`config.mk`:
```
export PLATFORM = sky130hd
export DESIGN_NAME = sync_debounce
export DESIGN_NICKNAME = d
export VERILOG_FILES = /design/src/rtl/sync_debounce.sv
export SDC_FILE = /design/constraint.sdc
export NUM_CORES = 1
export LEC_CHECK = 0
export ABC_AREA = 1
export CAP_MARGIN = 20
export CORE_UTILIZATION = 39
export CTS_BUF_LIST = sky130_fd_sc_hd__clkbuf_8
export DETAILED_ROUTE_END_ITERATION = 16
export HOLD_SLACK_MARGIN = 0.1
export SLEW_MARGIN = 30
export SYNTH_ARGS = -nofsm -noshare
export SYNTH_HDL_FRONTEND = slang
export SYNTH_SLANG_ARGS = --single-unit
```
`constraint.sdc`:
```
create_clock -name clk -period 2.9 [get_ports clk]
set_input_delay 0.58 -clock clk [delete_from_list [all_inputs] [get_ports clk]]
set_output_delay 0.58 -clock clk [all_outputs]
set_load 0.02 [all_outputs]
```
`src/rtl/sync_debounce.sv`:
```
// Debouncer for a raw asynchronous single-bit input: two-flop synchroniser,
// stability-qualifying FSM, registered level/edge outputs and a saturating glitch counter.
module sync_debounce #(
    parameter int STABLE_CYCLES = 8,
    parameter int GLITCH_W      = 8
) (
    input  logic                clk,
    input  logic                rst_n,
    input  logic                din,
    output logic                dout,
    output logic                rise,
    output logic                fall,
    output logic                busy,
    output logic [GLITCH_W-1:0] glitch_cnt
);

    localparam int CNT_W = $clog2(STABLE_CYCLES + 1);
    localparam logic [CNT_W-1:0] CNT_ONE  = CNT_W'(1);
    localparam logic [CNT_W-1:0] CNT_LAST = CNT_W'(STABLE_CYCLES - 1);

    typedef enum logic [1:0] {
        STABLE_LO,
        WAIT_HI,
        STABLE_HI,
        WAIT_LO
    } state_t;

    state_t              state_q, state_d;
    logic                sync1_q, sync2_q;
    logic [CNT_W-1:0]    cnt_q, cnt_d;
    logic [GLITCH_W-1:0] glitch_q, glitch_d;
    logic                dout_q, dout_d;
    logic                rise_q, rise_d;
    logic                fall_q, fall_d;
    logic                busy_q, busy_d;

    function automatic logic [GLITCH_W-1:0] sat_inc(input logic [GLITCH_W-1:0] v);
        return (&v) ? v : v + 1'b1;
    endfunction

    // Synchroniser stage: only sync2_q is ever seen by the state machine.
    always_ff @(posedge clk or negedge rst_n) begin
        if (!rst_n) begin
            sync1_q <= 1'b0;
            sync2_q <= 1'b0;
        end else begin
            sync1_q <= din;
            sync2_q <= sync1_q;
        end
    end

    always_comb begin
        state_d  = state_q;
        cnt_d    = cnt_q;
        glitch_d = glitch_q;
        rise_d   = 1'b0;
        fall_d   = 1'b0;
        case (state_q)
            STABLE_LO: begin
                if (sync2_q) begin
                    state_d = WAIT_HI;
                    cnt_d   = CNT_ONE;
                end else begin
                    cnt_d = '0;
                end
            end
            WAIT_HI: begin
                // The level is judged on the qualifying sample itself.
                if (!sync2_q) begin
                    state_d  = STABLE_LO;
                    cnt_d    = '0;
                    glitch_d = sat_inc(glitch_q);
                end else if (cnt_q == CNT_LAST) begin
                    state_d = STABLE_HI;
                    cnt_d   = '0;
                    rise_d  = 1'b1;
                end else begin
                    cnt_d = cnt_q + 1'b1;
                end
            end
            STABLE_HI: begin
                if (!sync2_q) begin
                    state_d = WAIT_LO;
                    cnt_d   = CNT_ONE;
                end else begin
                    cnt_d = '0;
                end
            end
            WAIT_LO: begin
                if (sync2_q) begin
                    state_d  = STABLE_HI;
                    cnt_d    = '0;
                    glitch_d = sat_inc(glitch_q);
                end else if (cnt_q == CNT_LAST) begin
                    state_d = STABLE_LO;
                    cnt_d   = '0;
                    fall_d  = 1'b1;
                end else begin
                    cnt_d = cnt_q + 1'b1;
                end
            end
            default: begin
                state_d = STABLE_LO;
                cnt_d   = '0;
            end
        endcase
        dout_d = (state_d == STABLE_HI) || (state_d == WAIT_LO);
        busy_d = (state_d == WAIT_HI)   || (state_d == WAIT_LO);
    end

    // Qualification stage: state, counters and all outputs are flops.
    always_ff @(posedge clk or negedge rst_n) begin
        if (!rst_n) begin
            state_q  <= STABLE_LO;
            cnt_q    <= '0;
            glitch_q <= '0;
            dout_q   <= 1'b0;
            rise_q   <= 1'b0;
            fall_q   <= 1'b0;
            busy_q   <= 1'b0;
        end else begin
            state_q  <= state_d;
            cnt_q    <= cnt_d;
            glitch_q <= glitch_d;
            dout_q   <= dout_d;
            rise_q   <= rise_d;
            fall_q   <= fall_d;
            busy_q   <= busy_d;
        end
    end

    assign dout       = dout_q;
    assign rise       = rise_q;
    assign fall       = fall_q;
    assign busy       = busy_q;
    assign glitch_cnt = glitch_q;

endmodule

```
Word-level counts from Yosys, hierarchy flattened. Index checks and enable logic that the tools add are counted.

Bits in registers: 20. Input port bits: 3. Output and inout port bits: 12. Logic and storage cells: 48.

Add/sub/neg operators: 2. Eq/ne operators: 9. Multiplexer cells: 22. Reduce and logical (&&, ||, !) cells: 6.

Operators with widths (count): $mux W8 (3); $pmux W4 S4 (1); $pmux W8 S2 (1); $mux W2 (6); $mux W4 (3); $add A8 B1 Y8 const B (1); $eq A2 B2 Y1 const B (4); $pmux W2 S4 (1); $reduce_and A8 Y1 (1); $mux W1 (7); $add A4 B1 Y4 const B (1); $eq A2 B1 Y1 const B (2); $eq A4 B3 Y1 const B (1); $ne A2 B2 Y1 const B (2); $reduce_and A3 Y1 (1); $logic_not A2 Y1 (1); $logic_or A1 B1 Y1 (2); $reduce_bool A2 Y1 (1).

Logic depth before layout (Yosys ltp). Gate-level depths: netlist of run 1.

Word-level depth: 6. Depth in mapped cells: 7. Mapped depth without buffers: 7.

Worst setup path before layout of run 1. Ideal clock, no wire load.

Path kind: register to register. From: register glitch_q[0], in the netlist glitch_cnt[0]. To: register glitch_q[5], in the netlist glitch_cnt[5]. Setup time: 0.065 ns. Arrival: 1.288 ns. Required time: 2.835 ns. Slack: 1.546 ns. Stages on the path, launching flop included: 8. Cells stage by stage: dfrtp_1 > ha_1 > nand3_2 > nor2_4 > nand2_4 > nand2_4 > nand2_1 > nand2_1.

Word-level cells in the longest chain between the ends: 4. Elaborated cells between the ends (all ways): 6.

RTL lines: from (decl) (RTL line 31) `logic [GLITCH_W-1:0] glitch_q, glitch_d;`; from (signal assigned) (RTL line 124) `glitch_q <= glitch_d;`; $add A8 B1 Y8 or $reduce_and A8 Y1 (tied branches) (RTL line 38) `return (&v) ? v : v + 1'b1;`; $mux W8 * (RTL line 38); $mux W8 (on tied branches) (RTL line 90, 69); $pmux W8 S2 * (RTL line 58) `case (state_q)`.

Mark *: on every way between the ends. The rest lies on a longest branch, timed or not. The select of a mux whose other input is x is not followed. A chain may end at the register's enable or synchronous reset.

Final worst setup path of run 1.
From: register glitch_q[3], in the netlist glitch_cnt[3]. To: output glitch_cnt[3].

RTL lines: to (decl) (RTL line 14) `output logic [GLITCH_W-1:0] glitch_cnt`.

No word-level cell between the ends.

==> results of run 1 <==
-- metal layers --
metal  global-route usage [%]  up-vias  share of wire [%]
met3                    4.012        2                3.2
met4                    7.143        0                1.3
met5                        0        -                  0
met2                    21.85       13                 41
li1                         -      375                  -
met1                    21.92      314                 54
-- power by group --
part | leakage (uW) | switching [uW] | internal, uW
logic | 0.000286 | 89.6 | 74.1
clock network | 0.0000217 | 89.1 | 96.8
registers | 0.000251 | 43.0 | 293
total | 0.000559 | 222 | 464
-- cells in the mapped netlist, types with 2 or more instances --
| cell | instances | share of area, % |
|---|---|---|
| sky130_fd_sc_hd__xor2_1 | 2 | 2.0 |
| sky130_fd_sc_hd__a21oi_1 | 2 | 1.1 |
| sky130_fd_sc_hd__nor2_1 | 8 | 3.4 |
| sky130_fd_sc_hd__dfrtp_1 | 19 | 53 |
| sky130_fd_sc_hd__inv_1 | 11 | 4.6 |
| sky130_fd_sc_hd__nand3_1 | 9 | 5.0 |
| sky130_fd_sc_hd__ha_1 | 2 | 2.8 |
| sky130_fd_sc_hd__nand2_4 | 2 | 2.5 |
| sky130_fd_sc_hd__nand2_1 | 44 | 18 |
| sky130_fd_sc_hd__o21ai_0 | 4 | 2.2 |
-- cell families after synthesis --
| family | Yosys count | share of synthesized area (%) |
|---|---|---|
| buf+inv | 12 | 5.028 |
| flops | 19 | 53.07 |
| simple gates | 68 | 33.80 |
| compound gates | 6 | 3.352 |
| fa+ha+maj | 2 | 2.793 |
| xor+xnor | 2 | 1.956 |
-- flip-flops by register name, summed over array words and instances (netlist names) --
register / cells
busy: 1
fall: 1
dout: 1
state_q: 1
sync1_q: 1
cnt_q: 4
glitch_cnt: 8
rise: 1
sync2_q: 1
-- worst max-delay path by stage --
stage | cells after the start | endpoint
floorplan | 7 | glitch_cnt[5]
global placement | 1 | glitch_cnt[3]
detailed placement | 1 | glitch_cnt[3]
CTS | 1 | glitch_cnt[3]
global route | 1 | glitch_cnt[3]
finish | 1 | glitch_cnt[3]
-- layout make-up --
cell class / instances / area [um^2] / share of cell area, %
clock buffer: 3 / 41.29 / 3.691
clock inverter: 1 / 7.507 / 0.6711
inverter: 12 / 45.04 / 4.027
multi-input combinational: 78 / 375.4 / 33.56
sequential: 19 / 475.5 / 42.51
tap: 27 / 33.78 / 3.020
timing repair buffer: 14 / 140.1 / 12.53
-- through the flow --
step	hold slack [ns]	instances	instance area (um^2)	total power (uW)
floorplan	0.2844	109	895.9	428.3
global placement	0.3347	150	1070	503.0
detailed placement	0.3410	150	1070	503.8
CTS	0.3589	154	1119	697.4
global route	0.3821	154	1119	733.0
finish	0.3532	154	1119	686.1
-- layout by cell type, fill, tap and decap left out, types with 2 or more instances in the layout --
cell type | Yosys | final
sky130_fd_sc_hd__a21oi_1 | 2 | 2
sky130_fd_sc_hd__clkbuf_8 | 0 | 3
sky130_fd_sc_hd__clkdlybuf4s50_1 | 0 | 14
sky130_fd_sc_hd__dfrtp_1 | 19 | 19
sky130_fd_sc_hd__ha_1 | 2 | 2
sky130_fd_sc_hd__inv_1 | 11 | 11
sky130_fd_sc_hd__nand2_1 | 44 | 44
sky130_fd_sc_hd__nand2_4 | 2 | 2
sky130_fd_sc_hd__nand3_1 | 9 | 9
sky130_fd_sc_hd__nor2_1 | 8 | 8
sky130_fd_sc_hd__o21ai_0 | 4 | 4
sky130_fd_sc_hd__xor2_1 | 2 | 2
==> results.md, run 1 <==
Placed design:
- The worst setup slack after placement is 1.242 ns.
- The final weighted congestion in routability-driven placement is 0.7979.
- The count of input and output buffers is 14.
- The HPWL after detailed placement is 1.137 mm.

CTS:
- The clock tree buffer depth is 2.
- The clock latency on the worst-skew pair is 0.26 ns.
- The count of H-tree levels built during CTS is 1.
- Clock tree synthesis found a total of 19 sinks.
- The number of setup buffers added after CTS is 0.
- The CTS tree is done.
- Clock tree synthesis selected as its root buffer the cell sky130_fd_sc_hd__clkbuf_8.
- The clock-pin slew on the worst setup and hold paths is 0.07 ns.
- The count of hold buffers inserted by post-cts repair is 0.
- The number of gates resized after cts is 0.
- The number of buffers added by the clock tree synthesis step is 3.

Floorplanning:
- The floorplan has 16 rows.
- The I/O pin count is 15.
- The floorplan step defined a die boundary enclosing 2493 um^2.
- The vertical extent of the die is 49.93 um.
- The horizontal die dimension is 49.93 um.
- The placeable core region is 2062 um^2.
- For this configuration, the core starts out at a cell density of 43.45%.

Cells and area:
- For this run, the share of the core covered by cells in the final layout is 54.25%.
- In the final layout, the share of cells above drive strength 1 is 7.087%.
- The number of inserted diodes is 0.
- Compared with the post-synthesis result, the final layout area differs by 24.86%.
- The final layout contains 133 nets.
- Counting the fill cells in the layout gives 193.

Yosys:
- The cell area that synthesis handed to floorplanning was 895.9 um^2.
- A synthesized cell averages 8.219 um^2.
- The number of synthesized flops with an enable pin is 0.
- The number of storage elements in the synthesis netlist is 19.
- After synthesis, the share of flip-flops with an asynchronous set or reset is 100.0%.
- Synthesis produced a netlist whose cell count is 109.
- The synthesized netlist net count is 114.
- The commonest register cell after synthesis is sky130_fd_sc_hd__dfrtp_1.
- During synthesis, Yosys emitted a total of 0 warnings.
- Counting distinct cell types in the post-synthesis netlist gives 16.
- The fraction of the yosys area taken by sequential cells is 53.07%.

Setup path:
- The critical path starts at glitch_cnt[3].
- At the worst endpoint, the required time is 2.32 ns.
- The maximum single-stage delay on the critical path is 0.65 ns.
- The worst register-to-register path has a depth of 7.
- The endpoint identified for the worst register-to-register timing path is glitch_cnt[6].
- The cell with the biggest individual delay on the critical path is sky130_fd_sc_hd__clkdlybuf4s50_1.
- The cell family contributing the most delay on the critical path is buffers and inverters.
- STA classifies the critical path startpoint as a register.
- The critical path goes through clkdlybuf4s50_1.
- Together, buffers and inverters on the worst path number 1.
- The origin of the critical flop-to-flop path is glitch_cnt[0].
- The worst setup path is of the reg -> out kind.
- The flop-to-flop setup slack is 1.54 ns.
- At the worst endpoint, the arrival time is 1.36 ns.
- The type of destination of the critical path is a primary output.
- The maximum net fanout on the critical path is 7.

Timing:
- In this run the tightest slew margin relative to its limit is 45.82%.
- For this run, the top clock speed supported by timing is 0.5144 GHz.
- The total count of max-transition violations in the final report was 0.
- Setup repair after global routing left no endpoint under its margin.
- The number of failing hold endpoints at the final stage is 0.
- Setup slack on the critical path of the routed design comes to 0.9560 ns.
- The transition time at the pin with the least slew margin is 0.8101 ns.
- The number of setup violations in the final report is 0.
- The final period utilization is 67.03%.
- The summed negative setup slack over all endpoints is 0 ns.
- The clock skew is 0.001163 ns.
- The clock period minus final worst setup slack is 1.944 ns.

Hold path:
- The worst hold path class is reg -> reg.
- The path with the worst hold slack has its endpoint at sync2_q.
- The worst hold path begins at sync1_q.
- The worst hold path cell count is 0.

Pwr:
- The maximum vdd drop is 0.4272 mV.
- The analysis attributes to cell leakage a power of 0.0005587 uW.
- In this run the power density over the cells is 613.4 nW/um^2.

Route:
- The post-route antenna net violation count is 0.
- After detailed routing, the total wire length is 1.563 mm.
- Detailed routing inserted a total of 704 vias.
- The first detailed-routing pass took 4 iterations.
- The number of design rule violations left after detail routing is 0.
- After the first detailed-routing iteration, the DRC count stood at 16.
- After detailed routing, the number of vias per cell comes to 4.571.
- After detailed routing, the average wire length per cell comes to 10.15 um.

Global route:
- The combined global-route utilization of all metal layers is 15.48%.
- The first global-routing pass estimated 2.842 mm of wire.
- The pin count of the biggest net entering global routing is 20.
- The number of global-route vias before repair is 661.
- The number of antenna violations at the first check in global routing is 0.
- For this run the aggregate overflow at the end of global routing stands at 0.

Run:
- Max-cap violations in this run came to 0.

Run status:
- The flow ran to the end, and the final reports show no timing, DRC or antenna violations.
Power figures use the tool's default switching activity.
==> run 2, diff against run 1 <==
==> constraint.sdc (replaced) <==
create_clock -name clk -period 1.6 [get_ports clk]
set_input_delay 0.32 -clock clk [delete_from_list [all_inputs] [get_ports clk]]
set_output_delay 0.32 -clock clk [all_outputs]
set_load 0.02 [all_outputs]
==> run 2 against run 1 <==
Setup slack lost 0.89 ns. Die area is the same. Wire length increased by 4.5%. Critical endpoint unchanged.
==> results.md, run 2 (synthesized netlist as in run 1, its figures left out) <==
Run:
- The number of max-cap violations came to 0 (unchanged).

Cells and area:
- The total of fill cells in the finished design was 193 (unchanged).
- The register area is 475.5 um^2 (unchanged).
- The library cell used most frequently in the layout, excluding fill and tap cells, is sky130_fd_sc_hd__nand2_1.
- The area growth from synthesis to layout is 25.42%.
- The footprint of the multi-input gates was 375.4 um^2 (unchanged).
- The final net count came to 135 (+1.5%).
- The number of flip-flops under the largest register name is 8 (unchanged).
- The number of inserted diodes is 0 (unchanged).
- The end-of-flow core utilization was 54.49% (+0.24 points).
- The layout cell share with drive strength beyond 1 is 8.527% (+1.4 points).
- Leaving out fill and tap cells, the most frequent cells in the layout are 44 x sky130_fd_sc_hd__nand2_1, 19 x sky130_fd_sc_hd__dfrtp_1, 11 x sky130_fd_sc_hd__inv_1, 9 x sky130_fd_sc_hd__nand3_1.

Setup path:
- The number of buffers and inverters on the critical path was 1 (unchanged).
- The sort of element at the start of the critical path is a register.
- The cell with the biggest individual delay on the critical path is sky130_fd_sc_hd__clkdlybuf4s50_1.
- The family with the most delay on the worst path is buffers and inverters.
- The maximum single-stage delay on the critical path is 0.61 ns (-0.04 ns).
- The arrival time reported for the critical path endpoint is 1.21 ns (-0.15 ns).
- The number of gates on the worst path with buffers counted came to 1 (unchanged).
- Walking the worst path, the cells encountered are clkdlybuf4s50_1.
- The maximum net fanout on the critical path is 2 (-5).
- The required time reported for the critical path endpoint is 1.28 ns (-1.04 ns).
- The type of destination of the critical path is a primary output.
- The worst-case reg-to-reg path depth came to 7 (unchanged).
- The worst setup path is of the reg -> out kind.

Global route:
- The number of antenna violations at the first check in global routing came to 0 (unchanged).
- The wire length of the first global-routing pass came to 2.973 mm (+4.6%).
- The pin count of the biggest net entering global routing is 20 (unchanged).
- The total global routing overflow is 0 (unchanged).
- The number of global-route vias before repair is 694 (+5.0%).
- The combined global-route utilization of all metal layers came to 16.21% (+0.73 points).

Route:
- The DRC marker count from the first detailed-route iteration is 8 (-8).
- The number of design rule violations left after detail routing is 0 (unchanged).
- The routed wire length is 1.633 mm (+4.5%).
- The sum of routed wire segments on met1 was 908 um (+7.8%).
- The via count of the routed design is 717 (+1.8%).
- The post-route antenna net violation count came to 0 (unchanged).
- The highest signal layer in the routed design is met4.
- The number of search-and-repair iterations in the first detailed-routing pass was 4 (unchanged).
- The routed wirelength normalized by instance count is 10.47 um (+3.1%).
- The detailed-routed wire length on met3 is 53 um (+6.0%).
- The met2 wire length was 628 um (-3.1%).
- The average via count per standard cell is 4.596 (+0.54%).

Floorplanning:
- The total die area is 2493 um^2 (unchanged).
- The horizontal die dimension was 49.93 um (unchanged).
- The placement row count is 16 (unchanged).
- The I/O pin count is 15 (unchanged).
- The vertical extent of the die is 49.93 um (unchanged).
- The placeable core region is 2062 um^2 (unchanged).
- The initial standard-cell utilization of the core was 43.45% (unchanged).

Hold path:
- The worst hold path cell count is 0 (unchanged).
- The worst hold path class is reg -> reg.

Timing:
- The clock period minus final worst setup slack is 1.532 ns.
- The relative slew slack was 82.36% (+37 points).
- The transition time at the pin with the least slew margin is 0.2636 ns (-0.5465 ns).
- The number of setup violations in the final report is 0 (unchanged).
- The final period utilization is 95.75%.
- The clock skew is 0.003980 ns (+0.002817 ns).
- The summed negative setup slack over all endpoints is 0 ns (unchanged).
- Setup repair after global routing left no endpoint under its margin.
- The total count of max-transition violations in the final report is 0 (unchanged).
- The number of failing hold endpoints at the final stage is 0 (unchanged).
- Static timing analysis puts the maximum clock frequency at 0.6527 GHz.

CTS:
- The number of setup buffers added after CTS was 0 (unchanged).
- The count of H-tree levels built during CTS is 1 (unchanged).
- The CTS tree is done.
- In this run the clock root is driven by a sky130_fd_sc_hd__clkbuf_8.
- The clock latency on the worst-skew pair is 0.26 ns (about the same).
- The clock tree buffer depth is 2 (unchanged).
- The number of buffers added by the clock tree synthesis step is 3 (unchanged).
- The TritonCTS sink count is 19 (unchanged).
- The clock-pin slew on the worst setup and hold paths is 0.08 ns (about the same).

Pwr:
- The maximum vdd drop came to 0.6379 mV (+49%).
- The leakage component of the power is 0.0005967 uW (+6.8%).
- The power per standard cell area is 1110 nW/um^2 (+81%).

Placed design:
- The HPWL after detailed placement was 1.179 mm (+3.7%).
- The final weighted congestion in routability-driven placement is 0.8482 (+6.3%).
- The count of input and output buffers is 14 (unchanged).

Run status:
- The flow ran to the end, and the final reports show no timing, DRC or antenna violations.
## run 2: report_power, final
part | leakage, uW | total [uW] | internal (uW) | switching [uW]
sequential | 0.000251 | 591 | 532 | 59.0
combinational | 0.000324 | 310 | 125 | 184
clock | 0.0000217 | 347 | 176 | 171
total | 0.000597 | 1250 | 833 | 414
## run 2: worst paths after layout
path | slack, ns | from | endpoint
min reg2reg | 0.35 | sync1_q | sync2_q
max | 0.07 | glitch_cnt[3] | glitch_cnt[3]
max in group asynchronous | 1.01 | rst_n | glitch_cnt[6]
min | 0.35 | sync1_q | sync2_q
min in group asynchronous | 0.38 | rst_n | cnt_q[0]
max reg2reg | 0.25 | glitch_cnt[0] | glitch_cnt[5]
## run 2: final cells by class
class	instances	area share [%]
Inverter	12	4.009
Tap cell	27	3.007
Timing Repair Buffer	16	12.92
Clock inverter	1	0.6682
Multi-Input combinational cell	78	33.41
Clock buffer	3	3.675
Sequential cell	19	42.32
## run 2: timing repair
action                     in CTS  in global routing
resized for setup               8                  0
hold endpoints to repair        0                  0
setup endpoints to repair       8                  0
hold buffers                    0                  0
## run 2: per-stage QoR
stage	total power, uW	setup WS [ns]	area (um^2)	instances	hold WS (ns)
floorplan	776.2	0.2465	895.9	109	0.02441
global placement	936.0	0.2280	1085	152	0.3408
detailed placement	935.9	0.2124	1085	152	0.3378
CTS	1262	0.05481	1124	156	0.3556
global route	1322	0.03151	1124	156	0.3721
finish	1247	0.06799	1124	156	0.3541
## run 2: per-layer routing
| metal | vias up | GRT usage (%) |
|---|---|---|
| met4 | 0 | 10.00 |
| met1 | 320 | 22.94 |
| met2 | 14 | 22.75 |
| met5 | - | 0 |
| li1 | 379 | - |
| met3 | 4 | 2.778 |
==> variant, RTL diff (flow settings as in run 2) <==
Set the parameter `STABLE_CYCLES` to 4 (it was 8).
--- a/src/rtl/sync_debounce.sv
+++ b/src/rtl/sync_debounce.sv
@@ -2,5 +2,5 @@
 // stability-qualifying FSM, registered level/edge outputs and a saturating glitch counter.
 module sync_debounce #(
-    parameter int STABLE_CYCLES = 8,
+    parameter int STABLE_CYCLES = 4,
     parameter int GLITCH_W      = 8
 ) (
Function: changed (Yosys sat finds a counterexample within 10 cycles, from zero or initial values and one cycle with rst_n low).
==> variant against run 2 <==
Worst setup slack got worse by 0.0089 ns. Sequential cell count decreased by 1. Total power rose by 31%. Sequential share of layout area decreased by 0.31 points. Register-to-register slack better by 0.07 ns. Design area shrank 4.6%. Area after synthesis is 6.4% lower. Count of clock-buffer cells in the layout rose by 1. Critical path depth unchanged. Combinational power rose by 89%. Routed wire length is 11% lower. Critical endpoint is now glitch_cnt[2].
==> variant: results (changes against run 2) <==
stage,metric,value,unit,change
run_status,status,finished clean,,
grt,grt_pass1_vias,602,,-13%
min_path,holdPathEnd,sync2_q$_DFF_PN0_,,
yosys,synthTopCellsByArea,"dfrtp_1 54%, nand2_1 20%, inv_1 4.5%",,
critical_path,reg2reg_depth,6,,-1
grt,gr-usage-met3,2.83,%,+0.052 points
pwr,ir_drop,799,uV,+25%
yosys,ys_seq_area_share,53.7,%,+0.66 points
drt,dr.first_iter.drc_count,10,,+2
place,place_congestion,0.759,,-11%
place,numPortBuffers,14,,unchanged
sta,max_clock_freq,649,MHz,-0.58%
drt,wirelength,1460,um,-11%
critical_path,r2r_end,glitch_cnt[2]$_DFFE_PN0P_,,
yosys,synth_area_per_cell,8.22,um2,about the same
critical_path,r2r_slack,0.32,ns,+0.07 ns
layout,drive_above_1_share,10.7,%,+2.1 points
place,post-dp-hpwl,1060,um,-11%
yosys,yosysUniqueCellTypes,17,,+1
drt,met2_length,633,um,+0.80%
yosys,syn_nets,107,,-6.1%
drt,via_per_inst,4.59,,-0.12%
layout,clk_share,5.13,%,+0.79 points
layout,multi_input_gates,72,,-7.7%
grt,grt_pass1_wl,2570,um,-14%
layout,nets,128,,-5.2%
pwr,cell_internal_pwr,1.03,mW,+23%
layout,nonClkBufAreaFrac,13.5,%,+0.62 points
drt,wl_met3,47,um,-11%
grt,grt_max_degree,19,,-5.0%
layout,area_growth,27.9,%,
yosys,synth_commonest_cells,"45 x nand2_1, 18 x dfrtp_1, 10 x inv_1",,
critical_path,crit_family,buffers and inverters,,
critical_path,crit_start,glitch_cnt[2]$_DFFE_PN0P_,,
pwr,leakage,0.573,nW,-3.9%
place,pre_cts_slack,0.224,ns,+0.0121 ns
sta,slew_headroom,84.7,%,+2.3 points
grt,met2_usage,22.5,%,-0.21 points
critical_path,endpoint,glitch_cnt[2],,
layout,layoutNonFillerInstCount,149,,-4.5%
pwr,power.total,1.63,mW,+31%
layout,multi_input_area_share,32.0,%,-1.4 points
sta,finClkSkew,0.00478,ns,+0.000805 ns
pwr,pwr-share-seq,41.5,%,-5.9 points
layout,fill_cells,181,,-6.2%
grt,use_met1,18.4,%,-4.5 points
layout,n_sequential_cell,18,,-1
## variant: changes by cell type after synthesis, sizes merged
| cell | delta |
|---|---|
| xnor2 | +2 |
| nor2 | +1 |
| a21oi | -1 |
| o21ai | -1 |
| dfrtp | -1 |
| nand2 | +1 |
| xor2 | -1 |
| nand4 | -1 |
| nor3 | -1 |
| nand3 | -5 |
## variant: what timing repair did
| action | in CTS | in global routing |
|---|---|---|
| gates resized for setup | 8 | 0 |
| endpoints found under the setup margin | 8 | 0 |
| hold endpoints to repair | 0 | 0 |
## variant: cells by family (layout without fill, tap and decap cells)
family | count (synthesis) | after routing | synth area share (%)
AND/OR/NAND/NOR | 63 | 63 | 32.4
AO/OA/AOI/OAI | 4 | 4 | 2.39
flip-flops | 18 | 18 | 53.7
XOR/XNOR | 3 | 3 | 3.13
adder cells (fa/ha/maj) | 2 | 2 | 2.98
buffers and inverters | 12 | 32 | 5.37
